<file path="config.mk">
export PLATFORM = sky130hd
export DESIGN_NAME = circle_job_arbiter
export DESIGN_NICKNAME = d
export VERILOG_FILES = /design/src/rtl/circle_job_arbiter.sv
export SDC_FILE = /design/constraint.sdc
export NUM_CORES = 1
export LEC_CHECK = 0
export CORE_AREA = 2 2 257 259
export CTS_CLUSTER_SIZE = 40
export DETAILED_ROUTE_END_ITERATION = 8
export DIE_AREA = 0 0 259 261
export SETUP_SLACK_MARGIN = 0.15
export SKIP_LAST_GASP = 1
export SYNTH_ARGS = -nofsm -noshare
export SYNTH_HDL_FRONTEND = slang
export SYNTH_SLANG_ARGS = --single-unit
</file>
<file path="constraint.sdc">
create_clock -name _clock -period 4.1 [get_ports _clock]
set_clock_uncertainty 0.1 [all_clocks]
set_input_delay 1.23 -clock _clock [delete_from_list [all_inputs] [get_ports _clock]]
set_output_delay 1.23 -clock _clock [all_outputs]
set_load 0.005 [all_outputs]
</file>
<file path="src/rtl/circle_job_arbiter.sv">
// Round-robin front end that shares one circle_lines generator between NUM_REQ clients.
// Launches one job at a time, forwards tagged pixels and reports completion/error per job.
module circle_job_arbiter #(
  parameter int NUM_REQ        = 4,
  parameter int ID_W           = 2,
  parameter int TIMEOUT_CYCLES = 65536
) (
  input  logic                  _clock,
  input  logic                  _reset,
  input  logic [NUM_REQ-1:0]    req_valid,
  output logic [NUM_REQ-1:0]    req_ready,
  input  logic [NUM_REQ*32-1:0] req_x,
  input  logic [NUM_REQ*32-1:0] req_y,
  input  logic [NUM_REQ*32-1:0] req_r,
  output logic                  gen_start,
  output logic [31:0]           gen_s_x,
  output logic [31:0]           gen_s_y,
  output logic [31:0]           gen_height,
  input  logic [31:0]           gen_out0,
  input  logic [31:0]           gen_out1,
  input  logic                  gen_valid,
  input  logic                  gen_done,
  output logic                  pix_valid,
  output logic [31:0]           pix_x,
  output logic [31:0]           pix_y,
  output logic [ID_W-1:0]       pix_id,
  output logic                  job_done,
  output logic [ID_W-1:0]       job_id,
  output logic                  job_err,
  output logic [31:0]           job_pix_count
);

  typedef enum logic [1:0] {IDLE, LAUNCH, RUN, DONE} state_t;

  state_t          state_reg, state_next;
  logic [ID_W-1:0] rr_reg;
  logic [ID_W-1:0] id_reg;
  logic            err_reg;
  logic [31:0]     pix_cnt_reg;
  logic [31:0]     cyc_reg;

  logic [31:0]     x_arr [NUM_REQ];
  logic [31:0]     y_arr [NUM_REQ];
  logic [31:0]     r_arr [NUM_REQ];

  logic [ID_W-1:0] cand;
  logic [ID_W-1:0] grant_id;
  logic            grant_found;
  logic            handshake;
  logic            timeout_hit;
  logic [31:0]     sel_r;

  for (genvar gi = 0; gi < NUM_REQ; gi++) begin : g_slice
    assign x_arr[gi] = req_x[32*gi +: 32];
    assign y_arr[gi] = req_y[32*gi +: 32];
    assign r_arr[gi] = req_r[32*gi +: 32];
  end

  // Scan starts one past the last winner so every requester gets a turn.
  always_comb begin
    grant_found = 1'b0;
    grant_id    = '0;
    cand        = '0;
    for (int k = 1; k <= NUM_REQ; k++) begin
      cand = ID_W'((int'(rr_reg) + k) % NUM_REQ);
      if (!grant_found && req_valid[cand]) begin
        grant_found = 1'b1;
        grant_id    = cand;
      end
    end
  end

  assign handshake   = (state_reg == IDLE) && grant_found;
  assign sel_r       = r_arr[grant_id];
  assign timeout_hit = (cyc_reg >= 32'(TIMEOUT_CYCLES - 1));

  // Ready is suppressed during reset so no client sees a grant that cannot complete.
  assign req_ready = (handshake && !_reset) ? (NUM_REQ'(1) << grant_id) : '0;

  assign gen_start     = (state_reg != RUN);
  assign job_done      = (state_reg == DONE);
  assign job_id        = id_reg;
  assign job_err       = err_reg;
  assign job_pix_count = pix_cnt_reg;

  always_comb begin
    state_next = state_reg;
    case (state_reg)
      IDLE:    if (handshake) state_next = sel_r[31] ? DONE : LAUNCH;
      LAUNCH:  state_next = RUN;
      RUN:     if (gen_done || timeout_hit) state_next = DONE;
      DONE:    state_next = IDLE;
      default: state_next = IDLE;
    endcase
  end

  always_ff @(posedge _clock) begin
    if (_reset) begin
      state_reg   <= IDLE;
      rr_reg      <= ID_W'(NUM_REQ - 1);
      id_reg      <= '0;
      err_reg     <= 1'b0;
      pix_cnt_reg <= '0;
      cyc_reg     <= '0;
      gen_s_x     <= '0;
      gen_s_y     <= '0;
      gen_height  <= '0;
      pix_valid   <= 1'b0;
      pix_x       <= '0;
      pix_y       <= '0;
      pix_id      <= '0;
    end else begin
      state_reg <= state_next;
      pix_valid <= 1'b0;
      case (state_reg)
        IDLE: begin
          if (handshake) begin
            rr_reg      <= grant_id;
            id_reg      <= grant_id;
            err_reg     <= sel_r[31];
            pix_cnt_reg <= '0;
            // Rejected jobs leave the generator operands untouched.
            if (!sel_r[31]) begin
              gen_s_x    <= x_arr[grant_id];
              gen_s_y    <= y_arr[grant_id];
              gen_height <= sel_r;
            end
          end
        end
        LAUNCH: cyc_reg <= '0;
        RUN: begin
          if (cyc_reg != '1) cyc_reg <= cyc_reg + 32'd1;
          if (gen_valid) begin
            pix_valid <= 1'b1;
            pix_x     <= gen_out0;
            pix_y     <= gen_out1;
            pix_id    <= id_reg;
            if (pix_cnt_reg != '1) pix_cnt_reg <= pix_cnt_reg + 32'd1;
          end
          if (!gen_done && timeout_hit) err_reg <= 1'b1;
        end
        default: ;
      endcase
    end
  end

endmodule

</file>
==> impl_metrics.csv, run 1 <==
group,metric,value,unit
synthesis,ys.flop_type,"dfxtp_1",
route,drt-total-wl,65200,um
finish,syn2layout_area_growth,67.6,%
synthesis,synth.avg_cell_area,7.73,um2
placed_design,port_buffers,658,
sta,max_slew_margin,0.250,
die,row_count,94,
die,core-area,0.0650,mm2
clocking,h-tree-depth,1,
grt,gr-total-overflow,0,
die,die_h,261,um
sta,holdWs,353,ps
worst_setup_path,rr_worst_depth,9,
worst_setup_path,crit_type,"primary input to output pin",
finish,fin_nets,2715,
pwr,combinationalPowerShare,0.493,
synthesis,synthesis.nets,2135,
die,die_x,259,um
grt,grt_pass1_vias,15300,
pwr,power-per-cell-area,502,mW/mm2
sta,fin_crit_sh,0.945,
grt,grt_util_all_layers,0.181,
finish,drive_gt1_frac,0.113,
grt,grt_max_degree,191,
worst_setup_path,cp_max_fo,5,
synthesis,syn-cell-area,0.0129,mm2
pwr,clock_power_share,0.236,
die,top_level_ports,660,
clocking,clkTransAtPathRegs,60,ps
clocking,worstSkewPairLatency,600,ps
hold_path,min_path_type,"register to register",
die,die_area,0.0676,mm2
synthesis,synth-seq-cells,233,
sta,period_minus_slack,3880,ps
route,wl_per_cell,20.7,um
synthesis,yosys_warnings,0,
pwr,switching_share,0.402,
synthesis,synth_edf_count,0,
route,vias_per_cell,4.96,
sta,setup_viol,0,
worst_setup_path,reg2reg_to,"gen_s_x[20]",
grt,antenna_found_initial,20,
worst_setup_path,r2r_slack,1090,ps
sta,drv_slew,0,
clocking,clockBufferDepth,3,
pwr,p_seq_frac,0.271,
worst_setup_path,crit_required,2770,ps
pwr,intPower,6.51,mW
worst_setup_path,cp-start-kind,"primary input",
synthesis,yosysSeqAreaShare,0.361,
synthesis,postSynthCellCount,1672,
placed_design,dp_hpwl,47900,um
run_status,status,"finished clean",
clocking,numCtsBuffers,30,
sta,rsz0062_at_grt,"false",
pwr,ir_worst_vdd,498,uV
sta,max_freq,258,MHz
route,vias,15600,
grt,grt_pass1_wl,95000,um
worst_setup_path,r2r_start,"rr_reg[1]",
sta,worst_pin_slew,1120,ps
route,drc,0,
route,firstDrtPassIters,5,
finish,fill_cells,6625,
worst_setup_path,crit_path_end_kind,"output pin",
hold_path,holdPathEnd,"pix_y[31]",
route,drt_iter0_markers,938,
clocking,cts_tree,"done",
hold_path,whs_path_depth,2,
synthesis,synth_cell_types,65,
sta,fin_setup_tns,0,ps
placed_design,globalplace.congestion,0.920,
sta,finalHoldViolCount,0,
pwr,switchingPower,4.37,mW
worst_setup_path,arrival,2550,ps
route,postRouteAntennaNets,0,
run,maxCapViolCount,0,
clocking,ctsHoldBuffers,0,
pwr,p_leak,7.12,nW
clocking,clk_root_buffer_cell,"clkbuf_16",
die,start_util,0.199,
synthesis,async_reset_ff_frac,0,
clocking,cts_sinks,233,
hold_path,hold_start,"pix_y[31]",
-- layout by cell type (no fill, tap or decap), types with 7 or more instances in the layout --
cell / instances
nand2_1: 175
or3_1: 9
clkbuf_16: 30
a21oi_1: 184
and3_1: 9
nand4_1: 13
o211ai_1: 7
ha_1: 7
xnor2_1: 22
xor2_1: 7
nand3_1: 220
o21ai_0: 200
nor4_1: 13
o21ai_1: 7
inv_1: 11
mux2_2: 100
nor2_1: 57
dfxtp_1: 233
diode_2: 12
buf_12: 14
o2111ai_1: 98
clkbuf_8: 7
nor3_1: 17
and4_1: 8
buf_4: 46
clkdlybuf4s50_1: 649
or4_1: 9
-- power groups by stage --
stage | clock network, mW | logic [mW] | registers [mW]
after floorplan | 0 | 2.62 | 2.96
after global placement | 0 | 5.29 | 2.96
after detailed placement | 0 | 5.33 | 2.98
after CTS | 2.66 | 5.38 | 2.94
after global routing | 2.74 | 5.79 | 3.00
final | 2.57 | 5.36 | 2.95
-- synth_stat cells (8+ instances only) --
cell / instances / area [um2]
nand3_1: 220 / 1100
nor3_1: 17 / 85.1
o2111ai_1: 98 / 858
buf_2: 14 / 70.1
or4_1: 9 / 67.6
or3_1: 9 / 56.3
and3_1: 9 / 56.3
a21oi_1: 186 / 931
and4_1: 8 / 70.1
dfxtp_1: 233 / 4660
xnor2_1: 22 / 193
nor2_1: 60 / 225
o21ai_0: 200 / 1000
nor4_1: 16 / 100
clkbuf_1: 149 / 559
inv_1: 11 / 41.3
nand2_1: 178 / 668
mux2_2: 100 / 1130
nand4_1: 13 / 81.3
-- per-layer routing --
metal,routed length [um],track usage
met5,39,0
met2,30200,0.293
met3,5390,0.0512
met1,26500,0.222
met4,3060,0.0880
-- layout make-up --
cell class / instances / area, um2 / share of cell area
timing repair buffer: 719 / 7210 / 0.332
sequential: 233 / 4660 / 0.215
antenna: 12 / 30.0 / 0.00139
multi-input combinational: 1257 / 7700 / 0.355
tap: 864 / 1080 / 0.0499
clock buffer: 43 / 870 / 0.0401
clock inverter: 9 / 81.3 / 0.00375
inverter: 11 / 41.3 / 0.00191
-- per-stage QoR --
step	setup WS (ps)	cell area [um2]	cells	total power, mW	utilization
2_1_floorplan	155	12900	1672	5.57	-
3_3_place_gp	-607	20600	3082	8.25	0.317
3_5_place_dp	-581	20600	3082	8.31	0.317
4_1_cts	146	21600	3136	11.0	0.333
5_1_grt	160	21700	3146	11.5	0.333
6_report	224	21700	3148	10.9	0.333
-- cell families after synthesis --
group / after synthesis / share of synthesized area
buf+inv: 182 / 0.0551
fa+ha+maj: 7 / 0.00677
other cells: 1 / 0.000290
simple gates: 575 / 0.216
compound gates: 539 / 0.250
flops: 233 / 0.361
mux: 106 / 0.0917
xor+xnor: 29 / 0.0196
-- timing repair --
| item | in CTS | in global routing |
|---|---|---|
| pin swaps | 7 | 1 |
| setup endpoints to repair | 4 | 3 |
| resized for setup | 30 | 6 |
| setup buffers | 2 | 0 |
| gates cloned | 0 | 0 |
-- worst max-delay path: stages --
cell	delay [ps]
clkdlybuf4s15_2	270
nand2b_4	90
o22ai_2	230
nor2_4	50
nor4_2	250
buf_4	180
dlygate4sd2_1	240
-- worst max path at each step --
stage / startpoint / endpoint / slack (ps) / depth (start not counted)
after floorplan: req_valid[0] / req_ready[2] / 150 / 6
after global placement: req_valid[3] / req_ready[3] / -610 / 7
after detailed placement: req_valid[3] / req_ready[3] / -580 / 7
after CTS: req_valid[3] / req_ready[3] / 150 / 7
after global routing: req_valid[1] / req_ready[3] / 160 / 7
final: req_valid[1] / req_ready[3] / 220 / 7
Note: power is estimated with default switching activity, not from simulation.
==> inputs of run 2 (changes only) <==
--- a/config.mk
+++ b/config.mk
@@ -5,10 +5,10 @@
 export SDC_FILE = /design/constraint.sdc
 export NUM_CORES = 1
 export LEC_CHECK = 0
-export CORE_AREA = 2 2 257 259
+export CORE_AREA = 2 2 259 261
 export CTS_CLUSTER_SIZE = 40
 export DETAILED_ROUTE_END_ITERATION = 8
-export DIE_AREA = 0 0 259 261
+export DIE_AREA = 0 0 261 263
 export SETUP_SLACK_MARGIN = 0.15
 export SKIP_LAST_GASP = 1
 export SYNTH_ARGS = -nofsm -noshare
==> impl_metrics.csv, run 2 (same netlist as run 1, synthesis figures left out) <==
group,metric,value,unit
route,drt_iter0_markers,861,
worst_setup_path,cp-start-kind,"primary input",
route,firstDrtPassIters,8,
sta,holdWs,353,ps
sta,rsz0062_at_grt,"false",
die,die_x,261,um
sta,fin_crit_sh,0.944,
finish,regArea,0.00466,mm2
grt,grt_pass1_wl,98500,um
sta,drv_slew,0,
route,drt-total-wl,66900,um
die,row_count,94,
grt,grt_pass1_vias,15600,
clocking,cts_tree,"done",
worst_setup_path,arrival,2540,ps
finish,syn2layout_area_growth,68.2,%
pwr,clock_power_share,0.257,
clocking,clk_root_buffer_cell,"clkbuf_16",
clocking,worstSkewPairLatency,600,ps
placed_design,placed_cell_area,0.0205,mm2
finish,final_common_cell,"clkdlybuf4s50_1",
die,core-area,0.0656,mm2
route,vias,15700,
run,maxCapViolCount,0,
placed_design,port_buffers,658,
sta,max_freq,258,MHz
sta,finalHoldViolCount,0,
die,die_h,263,um
route,drc,0,
run_status,status,"finished clean",
worst_setup_path,rr_worst_depth,8,
route,wl_per_cell,21.2,um
clocking,ctsHoldBuffers,0,
sta,max_slew_margin,0.263,
placed_design,globalplace.congestion,0.896,
clocking,numCtsBuffers,31,
die,top_level_ports,660,
worst_setup_path,crit_path_end_kind,"output pin",
grt,grt_util_all_layers,0.185,
die,die_area,0.0686,mm2
sta,period_minus_slack,3870,ps
placed_design,place_inst,3077,
hold_path,min_path_type,"register to register",
sta,timing.final.ws_setup,229,ps
sta,setup_viol,0,
grt,antenna_found_initial,20,
sta,fin_setup_tns,0,ps
pwr,power.total,11.2,mW
grt,grt_max_degree,191,
pwr,ir_worst_vdd,356,uV
finish,fin_nets,2713,
pwr,combinationalPowerShare,0.480,
worst_setup_path,crit_type,"primary input to output pin",
finish,post-route-util,0.331,
pwr,switchingPower,4.48,mW
grt,gr-total-overflow,0,
pwr,intPower,6.75,mW
clocking,clockBufferDepth,3,
finish,final_cell_mix,"clkdlybuf4s50_1 (649), dfxtp_1 (233), nand3_1 (220)",
pwr,p_seq_frac,0.262,
finish,instances_no_fill,3149,
finish,fin_area,0.0217,mm2
finish,multi_input_area,0.00774,mm2
pwr,switching_share,0.399,
die,start_util,0.197,
worst_setup_path,cp_max_fo,6,
pwr,p_leak,7.15,nW
route,postRouteAntennaNets,0,
placed_design,dp_hpwl,48500,um
clocking,clkTransAtPathRegs,50,ps
hold_path,whs_path_depth,2,
clocking,h-tree-depth,1,
clocking,cts_sinks,233,
sta,worst_pin_slew,1100,ps
worst_setup_path,crit_required,2770,ps
pwr,power-per-cell-area,516,mW/mm2
placed_design,post-place-ws,-725,ps
finish,drive_gt1_frac,0.116,
route,vias_per_cell,4.99,
finish,fill_cells,6807,
==> run 2: worst paths after layout <==
| check | from | to | slack (ps) |
|---|---|---|---|
| min reg2reg | pix_y[26] | pix_y[26] | 350 |
| max | req_valid[2] | req_ready[0] | 230 |
| min | pix_y[26] | pix_y[26] | 350 |
| max reg2reg | rr_reg[1] | gen_s_y[7] | 790 |
==> run 2: power groups by stage <==
stage	logic (mW)	clock network, mW	registers [mW]
6_report	5.39	2.89	2.95
5_1_grt	5.80	3.06	3.00
4_1_cts	5.39	2.99	2.95
3_5_place_dp	5.31	0	2.98
3_3_place_gp	5.24	0	2.96
2_1_floorplan	2.62	0	2.96
==> run 2: area by class of cell <==
type | count | area share
clock inverter | 13 | 0.00863
sequential | 233 | 0.214
clock buffer | 43 | 0.0400
inverter | 11 | 0.00190
tap | 864 | 0.0497
multi-input combinational | 1257 | 0.356
timing repair buffer | 716 | 0.328
antenna | 12 | 0.00138
==> run 2: timing repair <==
| action | 4_1_cts | 5_1_grt |
|---|---|---|
| pin swaps | 7 | 1 |
| endpoints found under the setup margin | 53 | 4 |
| buffers inserted | 4 | 0 |
| resized for setup | 47 | 8 |
==> run 2: worst max-delay path, cell delays in order <==
cell and delay, ps:
dlygate4sd2_1 340, nor2_4 90, nand2_2 120, nand2_4 100, buf_4 170, nor4_2 300
buf_2 180
==> run 2: layer usage <==
metal / routed length [um] / global-route usage / vias to the layer above
li1: - / - / 7342
met1: 27500 / 0.229 / 7590
met2: 32200 / 0.308 / 642
met3: 5140 / 0.0470 / 140
met4: 1980 / 0.0683 / 14
met5: 86 / 0 / -
